--- src/rtl/mod_counter.sv ---
// rtl/mod_counter.sv - parametrised up/down modulo counter with load, terminal-count pulse and optional prescaler (COUNTER_PRESCALE_EN)
module mod_counter #(
  parameter int     WIDTH    = 8,
  parameter longint MODULUS  = 256,
  parameter int     PRESCALE = 4
) (
  input  logic             clk,
  input  logic             res,
  input  logic             en,
  input  logic             dir,
  input  logic             load,
  input  logic [WIDTH-1:0] load_val,
  output logic [WIDTH-1:0] y,
  output logic             tc,
  output logic             zero
);

  // Reject illegal parameter sets at elaboration time.
  generate
    if (WIDTH < 1 || WIDTH > 32 || MODULUS < 2 ||
        MODULUS > (longint'(1) << WIDTH) || PRESCALE < 1) begin : g_bad_params
      $error("mod_counter: illegal WIDTH/MODULUS/PRESCALE");
    end
  endgenerate

  // Top of the count range; all wrap decisions compare against this, never against overflow.
  localparam logic [WIDTH-1:0] MAX_VAL = WIDTH'(MODULUS - 1);
  localparam logic [WIDTH-1:0] ONE     = WIDTH'(1);

  logic step;

`ifdef COUNTER_PRESCALE_EN
  localparam int             PW       = (PRESCALE > 1) ? $clog2(PRESCALE) : 1;
  localparam logic [PW-1:0]  PRE_MAX  = PW'(PRESCALE - 1);
  localparam logic [PW-1:0]  PRE_ONE  = PW'(1);

  logic [PW-1:0] pre;

  assign step = en && (pre == PRE_MAX);

  // Prescaler: advances on enabled cycles, wraps at PRESCALE-1, cleared by reset or load.
  always_ff @(posedge clk) begin
    if (res) begin
      pre <= '0;
    end else if (load) begin
      pre <= '0;
    end else if (en) begin
      pre <= (pre == PRE_MAX) ? '0 : pre + PRE_ONE;
    end
  end
`else
  assign step = en;
`endif

  // Count register and terminal-count pulse; priority is reset, then load, then step.
  always_ff @(posedge clk) begin
    if (res) begin
      y  <= '0;
      tc <= 1'b0;
    end else if (load) begin
      y  <= (load_val > MAX_VAL) ? MAX_VAL : load_val;
      tc <= 1'b0;
    end else if (step) begin
      if (dir) begin
        if (y == MAX_VAL) begin
          y  <= '0;
          tc <= 1'b1;
        end else begin
          y  <= y + ONE;
          tc <= 1'b0;
        end
      end else begin
        if (y == '0) begin
          y  <= MAX_VAL;
          tc <= 1'b1;
        end else begin
          y  <= y - ONE;
          tc <= 1'b0;
        end
      end
    end else begin
      tc <= 1'b0;
    end
  end

  assign zero = (y == '0);

endmodule

--- config.mk ---
export PLATFORM = sky130hd
export DESIGN_NAME = mod_counter
export DESIGN_NICKNAME = d
export VERILOG_FILES = /design/src/rtl/mod_counter.sv
export SDC_FILE = /design/constraint.sdc
export NUM_CORES = 1
export LEC_CHECK = 0
export ABC_AREA = 0
export CORE_MARGIN = 2
export CORE_UTILIZATION = 44
export DETAILED_ROUTE_END_ITERATION = 12
export PLACE_DENSITY_LB_ADDON = 0.25
export RECOVER_POWER = 100
export REMOVE_ABC_BUFFERS = 1
export SYNTH_ARGS = -nofsm -noshare
export SYNTH_HDL_FRONTEND = slang
export SYNTH_SLANG_ARGS = --single-unit
--- constraint.sdc ---
create_clock -name clk -period 2.62 [get_ports clk]
set_input_delay 0.393 -clock clk [delete_from_list [all_inputs] [get_ports clk]]
set_output_delay 0.393 -clock clk [all_outputs]
set_load 0.02 [all_outputs]
==> impl_metrics.py, run 1 <==
metrics = {
    "run_status": {
        "status": "complete, no violations",
    },
    "floorplanning": {
        "core_um2": 1920,
        "die_h_um": 48.6,
        "start_util": 0.456,
        "num_rows": 16,
        "ioPinCount": 23,
        "die-area_um2": 2360,
        "fp.dieW_um": 48.6,
    },
    "sta": {
        "worst_slew_pin_slew_ns": 0.713,
        "finalCriticalPeriod_ns": 2.36,
        "fin_worst_skew_ns": 0.000445,
        "relSlewSlack": 0.523,
        "finalSetupTns_ns": 0,
        "rsz0062_at_grt": "false",
        "fmax_ghz": 0.424,
        "finalSetupViolCount": 0,
        "maxSlewViolCount": 0,
        "finalHoldViolations": 0,
        "hold_ws_ns": 0.625,
        "fin_crit_sh": 0.900,
    },
    "critical_path": {
        "critPathRequiredTime_ns": 2.23,
        "r2r_setup_slack_ns": 0.37,
        "path_class": "flop to output port",
        "start_kind": "flop",
        "max_stage_delay_ns": 0.45,
        "rr_startpoint": "y[0]",
        "worst_path_max_delay_cell": "or3b_2",
        "path_cells": "inv_1 > ha_1 > or3b_2 > nor2_1 > dlygate4sd2_1",
        "reg2reg_depth": 7,
        "critPathCaptureType": "output port",
        "endpoint": "zero",
        "worstReg2RegEnd": "y[7]",
        "cp-startpoint": "y[0]",
        "arrival_ns": 1.97,
        "crit_path_max_fanout": 10,
    },
    "detailed_routing": {
        "dr.pass1.iters": 4,
        "routed_wl_mm": 2.42,
        "num_vias": 967,
        "ant_nets": 0,
        "via_per_inst": 5.97,
        "drc": 0,
        "avgRoutedWirePerCell_um": 14.9,
        "drt-initial-drc-count": 36,
    },
    "layout": {
        "layoutNonFillerInstCount": 162,
        "diodes": 0,
        "nFillCells": 206,
        "drive_above_1_share": 0.0741,
        "area_growth_syn_to_layout_pct": 23.9,
        "fin_util": 0.564,
        "final_nets": 152,
    },
    "clock_network": {
        "cts-htree-levels": 1,
        "clk_latency_ns": 0.27,
        "clk_pin_slew_ns": 0.07,
        "cts_root_buf": "clkbuf_4",
        "postCtsSetupBuffers": 0,
        "numCtsBuffers": 3,
        "clock-sinks": 9,
        "cts_tree": "done",
        "cts_buffer_depth": 2,
    },
    "yosys": {
        "synth_most_common_cell": "inv_1",
        "syn_avg_cell_area_um2": 7.49,
        "synth_compound_area_frac": 0.316,
        "yosysTopAreaCellShare": 0.206,
        "ys_seq_elements": 9,
        "synthMuxAreaShare": 0.0114,
        "synth.distinct_cells": 42,
        "synth_xor_area_frac": 0.0400,
        "synth_fa_ha_area_frac": 0.0429,
        "synth_edf_count": 0,
        "synth_top_family_by_area": "compound AO/OA/AOI/OAI gates",
        "synth_cells": 117,
        "ys_seq_area_frac": 0.206,
        "syn-cell-area_um2": 876,
        "synth_common_cells": "inv_1, a21oi_1, dfxtp_1",
        "synthFlopType": "dfxtp_1",
        "yosysTopAreaCell": "dfxtp_1",
        "ys_warn_count": 0,
        "synth_simple_gate_area_share": 0.259,
        "ys_async_sr_fraction": 0,
        "synth_area_leaders": "dfxtp_1, a21oi_1, ha_1, inv_1, o21ai_0",
    },
    "global_routing": {
        "grt_pass1_wl_mm": 4.17,
        "grt_max_degree": 21,
        "grt_overflow_total": 0,
        "antenna_found_initial": 0,
        "first_global_vias": 905,
        "track_usage": 0.221,
    },
    "power_and_ir_drop": {
        "power_leakage_nw": 0.417,
        "ir_worst_vdd_mv": 0.245,
        "p_per_area_nw_per_um2": 429,
        "power.total_mw": 0.465,
    },
    "placement": {
        "place.gp.congestion": 0.959,
        "dpl.hpwl_mm": 1.71,
        "dp.cells": 158,
        "io_buffers": 22,
    },
    "run": {
        "drv_cap": 0,
    },
    "min_path": {
        "hp-class": "flop to flop",
    },
}
[logic make-up after synthesis]
logic type | Yosys count
muxes | 1
DFF | 9
xor gates and xnor gates | 4
AOI/OAI and AO/OA | 39
buffers and inverters | 22
and+or+nand+nor | 39
adders and majority gates | 3
[layer usage]
metal,global-route usage,routed length [um]
met1,0.303,1090
met2,0.345,1090
met3,0.0494,222
met4,0.0667,20
met5,0,0
[power breakdown]
group / internal [mW] / leakage, nW / switching (mW)
Sequential: 0.147 / 0.0744 / 0.0181
Clock: 0.0590 / 0.0150 / 0.0568
Combinational: 0.0837 / 0.328 / 0.100
Total: 0.290 / 0.417 / 0.175
[worst max-delay path: cells and delay by family, from the launching register on]
family	cells	cell delay, ns
simple gates	2	0.61
flops	1	0.39
buf+inv	2	0.53
fa+ha+maj	1	0.16
[registers in the layout, indices dropped and copies added, names as in the netlist]
register / cells
tc: 1
y: 8
[area by class of cell]
cell class | count | area [um^2] | area share
Inverter | 10 | 37.5 | 0.0346
Sequential cell | 9 | 180 | 0.166
Multi-Input combinational cell | 86 | 562 | 0.518
Tap cell | 27 | 33.8 | 0.0311
Timing Repair Buffer | 26 | 245 | 0.226
Clock buffer | 4 | 26.3 | 0.0242
[worst min-delay path by stage]
stage | start | end | depth (start not counted)
finish | y[3] | y[3] | 2
global route | y[3] | y[3] | 2
CTS | y[3] | y[3] | 2
detailed placement | y[3] | y[3] | 2
global placement | y[3] | y[3] | 2
floorplan | res | y[3] | 1
[cells in the final DEF, fill, tap and decap left out, types with 2 or more instances in the layout]
cell and count:
nor4_1 2, clkdlybuf4s50_1 11, a21oi_1 9, nand3_1 4
nor3b_1 3, clkbuf_1 2, xnor2_1 3, nand2_1 5
nand4_1 3, nor2_1 7, buf_4 3, clkbuf_4 3
inv_1 10, a31oi_1 4, a221oi_1 3, dfxtp_1 9
or3_1 2, a211oi_1 4, dlygate4sd3_1 10, nor3_1 4
ha_1 3, nand2b_1 2, o21ai_0 8, o221ai_1 3
[metrics by stage]
stage	worst slack [ns]	instance area (um^2)
finish	0.261	1080
global route	0.172	1080
CTS	0.273	1110
detailed placement	0.293	1090
global placement	0.344	1090
floorplan	0.591	803
[timing repair]
action,in CTS,in global routing
endpoints found under the setup margin,1,0
gates resized for setup,1,0
hold buffers,0,0
(Power assumes the default switching activity.)
==> inputs of run 2 (changes only) <==
--- a/config.mk
+++ b/config.mk
@@ -8,7 +8,9 @@
 export ABC_AREA = 0
 export CORE_MARGIN = 2
 export CORE_UTILIZATION = 44
+export CTS_BUF_LIST = sky130_fd_sc_hd__clkbuf_8
 export DETAILED_ROUTE_END_ITERATION = 12
+export GPL_ROUTABILITY_DRIVEN = 0
 export PLACE_DENSITY_LB_ADDON = 0.25
 export RECOVER_POWER = 100
 export REMOVE_ABC_BUFFERS = 1
==> impl_metrics.py, run 2 (same netlist as run 1, synthesis figures left out) <==
metrics = {
    "run_status": {
        "status": "complete, no violations",
    },
    "clock_network": {
        "postCtsSetupBuffers": 0,
        "numCtsBuffers": 3,
        "hold_buffers": 0,
        "cts_root_buf": "clkbuf_8",
        "cts-htree-levels": 1,
        "clk_pin_slew_ns": 0.05,
        "cts_resized": 0,
        "cts_tree": "done",
        "cts_buffer_depth": 2,
        "clk_latency_ns": 0.24,
        "clock-sinks": 9,
    },
    "power_and_ir_drop": {
        "power_leakage_nw": 0.428,
        "ir_worst_vdd_mv": 0.354,
        "p_per_area_nw_per_um2": 463,
    },
    "floorplanning": {
        "die-area_um2": 2360,
        "die_h_um": 48.6,
        "core_um2": 1920,
        "start_util": 0.456,
        "ioPinCount": 23,
        "num_rows": 16,
        "fp.dieW_um": 48.6,
    },
    "detailed_routing": {
        "routed_wl_mm": 2.27,
        "num_vias": 945,
        "dr.pass1.iters": 4,
        "drt-initial-drc-count": 37,
        "avgRoutedWirePerCell_um": 13.9,
        "drc": 0,
        "ant_nets": 0,
        "via_per_inst": 5.80,
    },
    "sta": {
        "fin_worst_skew_ns": 0.000948,
        "finalSetupTns_ns": 0,
        "maxSlewViolCount": 0,
        "fmax_ghz": 0.452,
        "finalHoldViolations": 0,
        "worst_slew_pin_slew_ns": 0.593,
        "finalCriticalPeriod_ns": 2.21,
        "finalSetupViolCount": 0,
        "relSlewSlack": 0.603,
        "rsz0062_at_grt": "false",
        "fin_crit_sh": 0.844,
    },
    "critical_path": {
        "start_kind": "flop",
        "path_cells": "inv_1 > ha_1 > or3b_2 > nor2_1 > clkbuf_1",
        "crit_path_max_fanout": 10,
        "rr_startpoint": "y[0]",
        "critPathRequiredTime_ns": 2.23,
        "max_stage_delay_ns": 0.46,
        "reg2reg_depth": 7,
        "path_class": "flop to output port",
        "r2r_setup_slack_ns": 0.45,
        "worst_path_max_delay_cell": "or3b_2",
        "worstReg2RegEnd": "y[7]",
        "critPathCaptureType": "output port",
        "arrival_ns": 1.82,
    },
    "run": {
        "drv_cap": 0,
    },
    "placement": {
        "io_buffers": 22,
        "dp.cells": 159,
        "dpl.hpwl_mm": 1.64,
    },
    "global_routing": {
        "grt_pass1_wl_mm": 3.98,
        "track_usage": 0.209,
        "grt_overflow_total": 0,
        "antenna_found_initial": 0,
        "first_global_vias": 848,
        "grt_max_degree": 18,
    },
    "min_path": {
        "worstHoldEndpoint": "y[3]",
        "whs_path_depth": 2,
        "hp-class": "flop to flop",
        "hold_start": "y[3]",
    },
    "layout": {
        "diodes": 0,
        "layoutNonFillerInstCount": 163,
        "area_growth_syn_to_layout_pct": 26.3,
        "drive_above_1_share": 0.0809,
        "largest_reg_flops": 8,
        "reg.largest.list": "y x8, tc x1",
        "top_register": "y",
        "mostFrequentLayoutCells": "inv_1, clkdlybuf4s50_1, dlygate4sd3_1",
        "final_nets": 153,
    },
}
run 2: cell types whose count changed in the layout (fill, tap and decap cells not counted):
cell / before / now
clkbuf_4: 3 / 0
buf_4: 3 / 4
dlygate4sd2_1: 1 / 0
clkbuf_8: 0 / 3
inv_1: 10 / 11
run 2: metal layers:
layer	vias to the layer above	track usage	routed length [um]
li1	476	-	-
met1	437	0.304	1130
met2	30	0.315	1010
met3	2	0.0401	99
met4	0	0.0571	23
met5	-	0	0
run 2: worst max-delay path by stage:
stage                     startpoint    to  cells past startpoint
after global routing            y[0]  y[0]                      7
final                           y[0]  zero                      5
after detailed placement        y[0]  zero                      5
after CTS                       y[0]  zero                      5
after global placement          y[0]  zero                      5
after floorplan                 y[0]  zero                      4
run 2: final cells by class:
cell class | count | area, um^2
multi-input cells | 86 | 562
fillers | 192 | 816
flip-flops and latches | 9 | 180
clock buffers | 3 | 41.3
well taps | 27 | 33.8
inverters | 10 | 37.5
clock inverters | 1 | 3.75
repair buffers | 27 | 248
run 2: report_power, final:
part / switching [mW] / total (mW) / internal [mW]
combinational: 0.0986 / 0.182 / 0.0835
clock: 0.0623 / 0.165 / 0.103
sequential: 0.0173 / 0.165 / 0.148
run 2: metrics by stage:
step / util / hold slack, ns / worst slack (ns) / total power, mW / instance area, um^2
global route: 0.576 / 0.671 / 0.219 / 0.543 / 1110
finish: 0.576 / 0.630 / 0.409 / 0.512 / 1110
global placement: 0.570 / 0.612 / 0.342 / 0.365 / 1090
CTS: 0.593 / 0.630 / 0.0400 / 0.531 / 1140
detailed placement: 0.570 / 0.621 / 0.299 / 0.365 / 1090
floorplan: - / 0.462 / 0.591 / 0.280 / 803
run 2: critical path: cells and delay by family (launching register included):
family | cells | cell delay, ns
buffers and inverters | 2 | 0.42
AND/OR/NAND/NOR | 2 | 0.62
flip-flops | 1 | 0.38
adder cells (fa/ha/maj) | 1 | 0.16
==> inputs of run 3 (changes only) <==
==> constraint.sdc (replaced) <==
create_clock -name clk -period 2.15 [get_ports clk]
set_input_delay 0.3225 -clock clk [delete_from_list [all_inputs] [get_ports clk]]
set_output_delay 0.3225 -clock clk [all_outputs]
set_load 0.02 [all_outputs]
==> impl_metrics.py, run 3 (same netlist as run 1, synthesis figures left out) <==
metrics = {
    "layout": {
        "diodes": 0,
        "multi_input_area_um2": 581,
        "drive_above_1_share": 0.151,
        "fin_util": 0.627,
        "largest_reg_flops": 8,
        "seq_area_um2": 180,
        "layoutNonFillerInstCount": 173,
        "final_nets": 163,
        "postLayoutCellArea_um2": 1200,
        "mostFrequentLayoutCells": "buf_4, inv_1, clkdlybuf4s50_1",
        "nFillCells": 181,
        "top_register": "y",
        "layout_commonest_cell": "buf_4",
        "reg.largest.list": "y x8, tc x1",
        "area_growth_syn_to_layout_pct": 37.6,
    },
    "global_routing": {
        "track_usage": 0.226,
        "grt_max_degree": 13,
        "first_global_vias": 953,
        "antenna_found_initial": 0,
        "grt_overflow_total": 0,
        "grt_pass1_wl_mm": 4.30,
    },
    "sta": {
        "fmax_ghz": 0.486,
        "fin_ws_ns": 0.0903,
        "hold_ws_ns": 0.658,
        "maxSlewViolCount": 0,
        "finalSetupViolCount": 0,
        "relSlewSlack": 0.722,
        "rsz0062_at_grt": "false",
        "finalCriticalPeriod_ns": 2.06,
        "finalSetupTns_ns": 0,
        "finalHoldViolations": 0,
        "worst_slew_pin_slew_ns": 0.416,
        "fin_crit_sh": 0.958,
        "fin_worst_skew_ns": 0.00186,
    },
    "clock_network": {
        "numCtsBuffers": 3,
        "cts-htree-levels": 1,
        "hold_buffers": 0,
        "cts_root_buf": "clkbuf_8",
        "clk_latency_ns": 0.24,
        "postCtsSetupBuffers": 0,
        "clk_pin_slew_ns": 0.05,
        "cts_tree": "done",
        "cts_resized": 1,
        "clock-sinks": 9,
        "cts_buffer_depth": 2,
    },
    "critical_path": {
        "path_class": "flop to flop",
        "path_cells": "inv_1 > ha_1 > or3b_2 > clkbuf_1 > nor3_1 > o221ai_1 > a221oi_1",
        "crit_path_max_fanout": 7,
        "worst_path_max_delay_cell": "or3b_2",
        "critPathRequiredTime_ns": 2.29,
        "critPathCaptureType": "flop",
        "start_kind": "flop",
        "max_stage_delay_ns": 0.46,
        "arrival_ns": 2.20,
        "rr_startpoint": "y[0]",
        "cp-startpoint": "y[0]",
    },
    "power_and_ir_drop": {
        "power.total_mw": 0.666,
        "p_per_area_nw_per_um2": 553,
        "power_leakage_nw": 0.485,
        "ir_worst_vdd_mv": 0.323,
    },
    "run": {
        "drv_cap": 0,
    },
    "floorplanning": {
        "start_util": 0.456,
        "core_um2": 1920,
        "die-area_um2": 2360,
        "ioPinCount": 23,
        "die_h_um": 48.6,
        "fp.dieW_um": 48.6,
        "num_rows": 16,
    },
    "detailed_routing": {
        "drt-initial-drc-count": 31,
        "avgRoutedWirePerCell_um": 14.7,
        "via_per_inst": 5.96,
        "dr.pass1.iters": 4,
        "num_vias": 1031,
        "drc": 0,
        "routed_wl_mm": 2.55,
        "ant_nets": 0,
    },
    "min_path": {
        "hold_start": "y[3]",
        "hp-class": "flop to flop",
    },
    "placement": {
        "place_area_um2": 1170,
        "dp.cells": 169,
        "dp_slack_ns": 0.0865,
        "dpl.hpwl_mm": 1.89,
        "io_buffers": 22,
    },
    "run_status": {
        "status": "complete, no violations",
    },
}
==> run 3: changes by cell type in the layout (fill, tap and decap cells not counted), sizes merged <==
| cell | delta |
|---|---|
| clkbuf | -1 |
| buf | +10 |
| dlygate4sd2 | +1 |
==> run 3: layer usage <==
layer,track usage,vias up,share of wire
met5,0,-,0
met4,0.0905,0,0.0098
met3,0.0309,4,0.071
met2,0.354,49,0.47
met1,0.313,488,0.45
li1,-,490,-
==> run 3: power breakdown <==
group	internal [mW]	switching (mW)	leakage [nW]	total (mW)
clock network	0.125	0.0787	0.0269	0.204
logic	0.127	0.148	0.384	0.275
registers	0.180	0.00713	0.0744	0.187
total	0.432	0.234	0.485	0.666
==> run 3: critical path, delay by kind of cell, from the launching register on <==
| kind | cells | cell delay, ns |
|---|---|---|
| AOI/OAI and AO/OA | 2 | 0.42 |
| adders and majority gates | 1 | 0.14 |
| buffers and inverters | 2 | 0.31 |
| DFF | 1 | 0.31 |
| and+or+nand+nor | 2 | 0.77 |
==> run 3: path summary, 6_finish.rpt <==
path	to	slack, ns	cells past startpoint
worst max-delay path	y[0]	0.09	7
worst min-delay path	y[3]	0.66	3
worst max register to register	y[0]	0.09	7
worst min register to register	y[3]	0.66	3
==> run 3: layout make-up <==
| cell class | instances | share of cell area |
|---|---|---|
| multi-input cells | 86 | 0.482 |
| well taps | 27 | 0.0280 |
| clock buffers | 3 | 0.0343 |
| flip-flops and latches | 9 | 0.150 |
| inverters | 10 | 0.0312 |
| repair buffers | 37 | 0.272 |
| clock inverters | 1 | 0.00312 |
